--- config.mk ---
export PLATFORM = sky130hd
export DESIGN_NAME = fp_normalizer
export DESIGN_NICKNAME = d
export VERILOG_FILES = /design/src/rtl/fp_normalizer.sv
export SDC_FILE = /design/constraint.sdc
export NUM_CORES = 1
export LEC_CHECK = 0
export CAP_MARGIN = 20
export CORE_MARGIN = 2
export CORE_UTILIZATION = 51
export DETAILED_ROUTE_END_ITERATION = 10
export HOLD_SLACK_MARGIN = 0.12
export MAX_ROUTING_LAYER = met4
export PLACE_DENSITY = 0.8
export SYNTH_ARGS = -nofsm -noshare
export SYNTH_HDL_FRONTEND = slang
export SYNTH_SLANG_ARGS = --single-unit
--- constraint.sdc ---
create_clock -name clk -period 2.63 [get_ports clk]
set_clock_uncertainty 0.05 [all_clocks]
set_input_delay 0.6575 -clock clk [delete_from_list [all_inputs] [get_ports clk]]
set_output_delay 0.6575 -clock clk [all_outputs]
set_load 0.05 [all_outputs]
--- src/rtl/fp_normalizer.sv ---
// Post-add normalisation stage of the single-precision FP adder.
// Shifts the adder magnitude one bit per cycle, adjusts the exponent and packs an IEEE-754 word.
module fp_normalizer #(
  parameter int unsigned EXP_W  = 8,
  parameter int unsigned MANT_W = 24
) (
  input  logic                    clk,
  input  logic                    rst_n,
  input  logic                    in_valid,
  output logic                    in_ready,
  input  logic                    Sign,
  input  logic [EXP_W-1:0]        Exp,
  input  logic [MANT_W-1:0]       Mant,
  input  logic                    Cout,
  output logic                    out_valid,
  input  logic                    out_ready,
  output logic [EXP_W+MANT_W-1:0] Result,
  output logic                    Zero,
  output logic                    Overflow,
  output logic                    Underflow,
  output logic                    busy
);

  localparam logic [1:0] IDLE = 2'd0;
  localparam logic [1:0] NORM = 2'd1;
  localparam logic [1:0] DONE = 2'd2;

  localparam logic [EXP_W:0] EXP_MAX = {1'b0, {EXP_W{1'b1}}};
  localparam logic [EXP_W:0] EXP_ONE = {{EXP_W{1'b0}}, 1'b1};

  logic [1:0]        r_state, w_state_d;
  logic              r_s, w_s_d;
  logic [EXP_W:0]    r_e, w_e_d;
  logic [MANT_W-1:0] r_m, w_m_d;
  logic              r_c, w_c_d;
  logic              r_zero, w_zero_d;
  logic              r_ovf, w_ovf_d;
  logic              r_unf, w_unf_d;

  always_comb begin
    w_state_d = r_state;
    w_s_d     = r_s;
    w_e_d     = r_e;
    w_m_d     = r_m;
    w_c_d     = r_c;
    w_zero_d  = r_zero;
    w_ovf_d   = r_ovf;
    w_unf_d   = r_unf;
    case (r_state)
      IDLE: begin
        if (in_valid) begin
          w_s_d     = Sign;
          w_e_d     = {1'b0, Exp};
          w_m_d     = Mant;
          w_c_d     = Cout;
          w_zero_d  = 1'b0;
          w_ovf_d   = 1'b0;
          w_unf_d   = 1'b0;
          w_state_d = NORM;
        end
      end
      NORM: begin
        w_state_d = DONE;
        if (r_e == EXP_MAX) begin
          w_ovf_d = 1'b1;
        end else if (r_c) begin
          // Carry-out: the hidden bit moves up one place; the dropped LSB is truncated.
          w_m_d   = {1'b1, r_m[MANT_W-1:1]};
          w_e_d   = r_e + EXP_ONE;
          w_c_d   = 1'b0;
          w_ovf_d = ((r_e + EXP_ONE) == EXP_MAX);
        end else if (r_m == '0) begin
          w_zero_d = 1'b1;
          w_s_d    = 1'b0;
          w_e_d    = '0;
        end else if (r_m[MANT_W-1]) begin
          w_unf_d = (r_e == '0);
        end else if (r_e <= EXP_ONE) begin
          w_unf_d = 1'b1;
        end else begin
          w_m_d     = r_m << 1;
          w_e_d     = r_e - EXP_ONE;
          w_state_d = NORM;
        end
      end
      DONE: begin
        if (out_ready) begin
          w_zero_d  = 1'b0;
          w_ovf_d   = 1'b0;
          w_unf_d   = 1'b0;
          w_state_d = IDLE;
        end
      end
      default: w_state_d = IDLE;
    endcase
  end

  always_ff @(posedge clk or negedge rst_n) begin
    if (!rst_n) begin
      r_state <= IDLE;
      r_s     <= 1'b0;
      r_e     <= '0;
      r_m     <= '0;
      r_c     <= 1'b0;
      r_zero  <= 1'b0;
      r_ovf   <= 1'b0;
      r_unf   <= 1'b0;
    end else begin
      r_state <= w_state_d;
      r_s     <= w_s_d;
      r_e     <= w_e_d;
      r_m     <= w_m_d;
      r_c     <= w_c_d;
      r_zero  <= w_zero_d;
      r_ovf   <= w_ovf_d;
      r_unf   <= w_unf_d;
    end
  end

  always_comb begin
    Result = '0;
    if (r_state == DONE) begin
      if (r_ovf) begin
        Result = {r_s, {EXP_W{1'b1}}, {(MANT_W-1){1'b0}}};
      end else if (!(r_unf || r_zero)) begin
        Result = {r_s, r_e[EXP_W-1:0], r_m[MANT_W-2:0]};
      end
    end
  end

  assign in_ready  = (r_state == IDLE);
  assign out_valid = (r_state == DONE);
  assign busy      = (r_state != IDLE);
  assign Zero      = r_zero;
  assign Overflow  = r_ovf;
  assign Underflow = r_unf;

endmodule

==> metrics, run 1 <==
share of layout cells above drive strength 1 0.235; final antenna-violating net count 0; DR top layer met4; IO Count 76; WL per Instance 18.3 um; setup slack at placement 0.171 ns; fillers 439; first-pass GRT wire length 15,300 um; final core utilization 0.727; Setup crit start kind flop; largest net degree at the start of global routing 41; post-synthesis sequential area ratio 0.309; post-layout minimum cycle time 2.53 ns; Synth Instances 356; total number of yosys warnings 0; Area growth, synth to finish 40.1%; vias in the first global route between 3,000 and 4,000; Detailed Place HPWL 6630 um; Critical Path End Type output port; Top FF cell, synth dfrtp_1; Static Leak 1.97 nW; worst setup path class reg -> out; status complete, no violations; CTS buffer count 5; Tot GR Track Use 0.274; critical path arrival about 1.8 ns; DP Area between 4000 and 5000 um2; met3 routed WL 621 um; VDD IR-drop max between 700 and 800 uV; grt total ovfl 0; CTS tree yes; Pins Over Slew Limit 0; clock slew at reported path FFs 0.08 ns; core area 6240 um2; min-delay worst type in -> async; CTS root buf clkbuf_8; vias post-DR 3,171; DRC Markers 0; Post-Syn Nets 400; Final Setup Violations 0; Total Die Area 7000 um2; WL met2 4630 um; DRT Wirelength 9300 um; Data required, critical path between 1.5 and 2 ns; Synth Cell Area roughly 3200 um2; final hold vios 0; Core Rows 29; flops & latches, synth 40; ys async rst share 1.00; final standard cell area without fillers between 4000 and 5000 um2; Die Ht about 84 um; Port Buf Inserts 75; Pwr Density 1290 nW/um2; WL met1 3800 um; slew margin rel. 0.383; Initial Utilization 0.519; syn_area_per_cell 9.10 um2; Skew-Pair Late Insertion Delay 0.30 ns; Pre-antenna DRT Iters 5; Max-Cap Viols 0; Max H-tree Level 2; drt via density 6.25; DIE WIDTH 83.7 um; clock buffer depth 2; overall power 5.85 mW; worst slew pin tran 0.925 ns; Post-layout nets 473; Netlist cell types 66; RSZ-0062 raised after global routing false; CP max FO 9; Final period util 0.961; Ant. Diodes 0; final worst slack 0.104 ns; Max Clock Freq 0.396 GHz; GPL Wtd Cong 0.939; clock sink count 40; EDFF count, synth 0; DR iter-0 viols 209; initial antenna violation count 0
[routing by layer]
layer | up-vias | GRT usage
met5 | - | -
met4 | 0 | 0.0953
met3 | 27 | 0.0504
met2 | 167 | 0.450
met1 | 1513 | 0.341
li1 | 1464 | -
[cell families (layout without fill, tap and decap cells)]
kind of cell	after synthesis	in the layout	share of synthesized area
flip-flops	40	40	0.309
buffers and inverters	39	113	0.0587
multiplexers	28	28	0.120
XOR/XNOR	6	6	0.0162
AO/OA/AOI/OAI	85	85	0.211
AND/OR/NAND/NOR	152	152	0.262
adder cells (fa/ha/maj)	6	6	0.0232
[cell usage after synthesis (5+ instances only)]
| master | number | area share |
|---|---|---|
| xnor2_1 | 5 | 0.014 |
| mux2_4 | 20 | 0.093 |
| and3_1 | 21 | 0.041 |
| nand2b_1 | 8 | 0.015 |
| buf_2 | 8 | 0.012 |
| nor2_1 | 34 | 0.039 |
| clkbuf_1 | 17 | 0.020 |
| a221o_1 | 22 | 0.068 |
| nor4_1 | 7 | 0.014 |
| and2_1 | 24 | 0.046 |
| dfrtp_1 | 40 | 0.31 |
| inv_1 | 9 | 0.010 |
| nand3_1 | 5 | 0.0077 |
| ha_1 | 6 | 0.023 |
| a21oi_1 | 16 | 0.025 |
| nor3_1 | 6 | 0.0093 |
| nand2_1 | 24 | 0.028 |
[metrics by stage]
| stage | setup TNS, ns | instances | hold slack, ns |
|---|---|---|---|
| after floorplan | -0.751 | 356 | 0.312 |
| after global placement | 0 | 499 | 0.474 |
| after detailed placement | 0 | 499 | 0.473 |
| after CTS | 0 | 507 | 0.476 |
| after global routing | 0 | 507 | 0.518 |
| final | 0 | 507 | 0.441 |
[final cells by class]
type	instances	area, um2	area share
repair buffers	96	1240	0.273
clock inverters	2	35.0	0.00772
well taps	77	96.3	0.0212
clock buffers	6	72.6	0.0160
inverters	9	33.8	0.00745
flip-flops and latches	40	1000	0.221
multi-input cells	277	2060	0.454
[flip-flops by register name, summed over array words and instances, names as in the netlist]
signal / count
Overflow: 1
Underflow: 1
Zero: 1
r_c: 1
r_e: 9
r_m: 24
r_s: 1
r_state: 2
[critical path, cell delays in order, from the launching register on]
cell and delay [ns]:
dfrtp_1 0.53, nor2_1 0.13, inv_1 0.07, clkdlybuf4s50_1 0.79
[what timing repair did]
item / CTS / global route
hold buffers: 0 / 0
buffers inserted: 0 / 0
endpoints found under the setup margin: 0 / 1
gates resized for setup: 0 / 1
[cells in the final DEF, fill, tap and decap left out, types with 4 or more instances in the layout]
cell type	instances
nor4_1	6
nand2_1	24
a21oi_1	16
mux2_4	20
a31oi_1	4
a221o_1	22
and2_1	24
ha_1	6
inv_1	9
nor2_1	34
nand3_1	5
a211oi_1	4
xnor2_1	5
dfrtp_1	40
nor3_1	6
and3_1	21
clkdlybuf4s50_1	40
buf_4	21
o21ai_1	4
buf_12	33
clkbuf_8	5
nand2b_1	8
nand4_1	4
[final timing paths]
path / from / endpoint / slack, ns / cells after the start
min in group clk: r_s$_DFFE_PN0P_ / r_s$_DFFE_PN0P_ / 0.49 / 2
min reg2reg: r_s$_DFFE_PN0P_ / r_s$_DFFE_PN0P_ / 0.49 / 2
max: r_state[1]$_DFFE_PN0P_ / busy / 0.10 / 3
min: rst_n / r_m[15]$_DFFE_PN0P_ / 0.44 / 1
max in group asynchronous: rst_n / r_m[14]$_DFFE_PN0P_ / 1.51 / 1
max reg2reg: r_m[17]$_DFFE_PN0P_ / r_e[2]$_DFFE_PN0P_ / 0.19 / 5
[power by group]
group / leakage, nW / switching (mW) / internal, mW
Sequential: 0.488 / 0.397 / 0.908
Clock: 0.0552 / 0.224 / 0.282
Combinational: 1.42 / 2.13 / 1.91
Total: 1.97 / 2.76 / 3.10
Note: power is estimated with default switching activity, not from simulation.
==> inputs of run 2 (changes only) <==
--- a/config.mk
+++ b/config.mk
@@ -5,6 +5,7 @@
 export SDC_FILE = /design/constraint.sdc
 export NUM_CORES = 1
 export LEC_CHECK = 0
+export ABC_CLOCK_PERIOD_IN_PS = 2630
 export CAP_MARGIN = 20
 export CORE_MARGIN = 2
 export CORE_UTILIZATION = 51
@@ -12,6 +13,7 @@
 export HOLD_SLACK_MARGIN = 0.12
 export MAX_ROUTING_LAYER = met4
 export PLACE_DENSITY = 0.8
+export SKIP_CTS_REPAIR_TIMING = 1
 export SYNTH_ARGS = -nofsm -noshare
 export SYNTH_HDL_FRONTEND = slang
 export SYNTH_SLANG_ARGS = --single-unit
==> results of run 2 <==
Same layout as run 1: the final DEF is identical, and so are final timing and power.
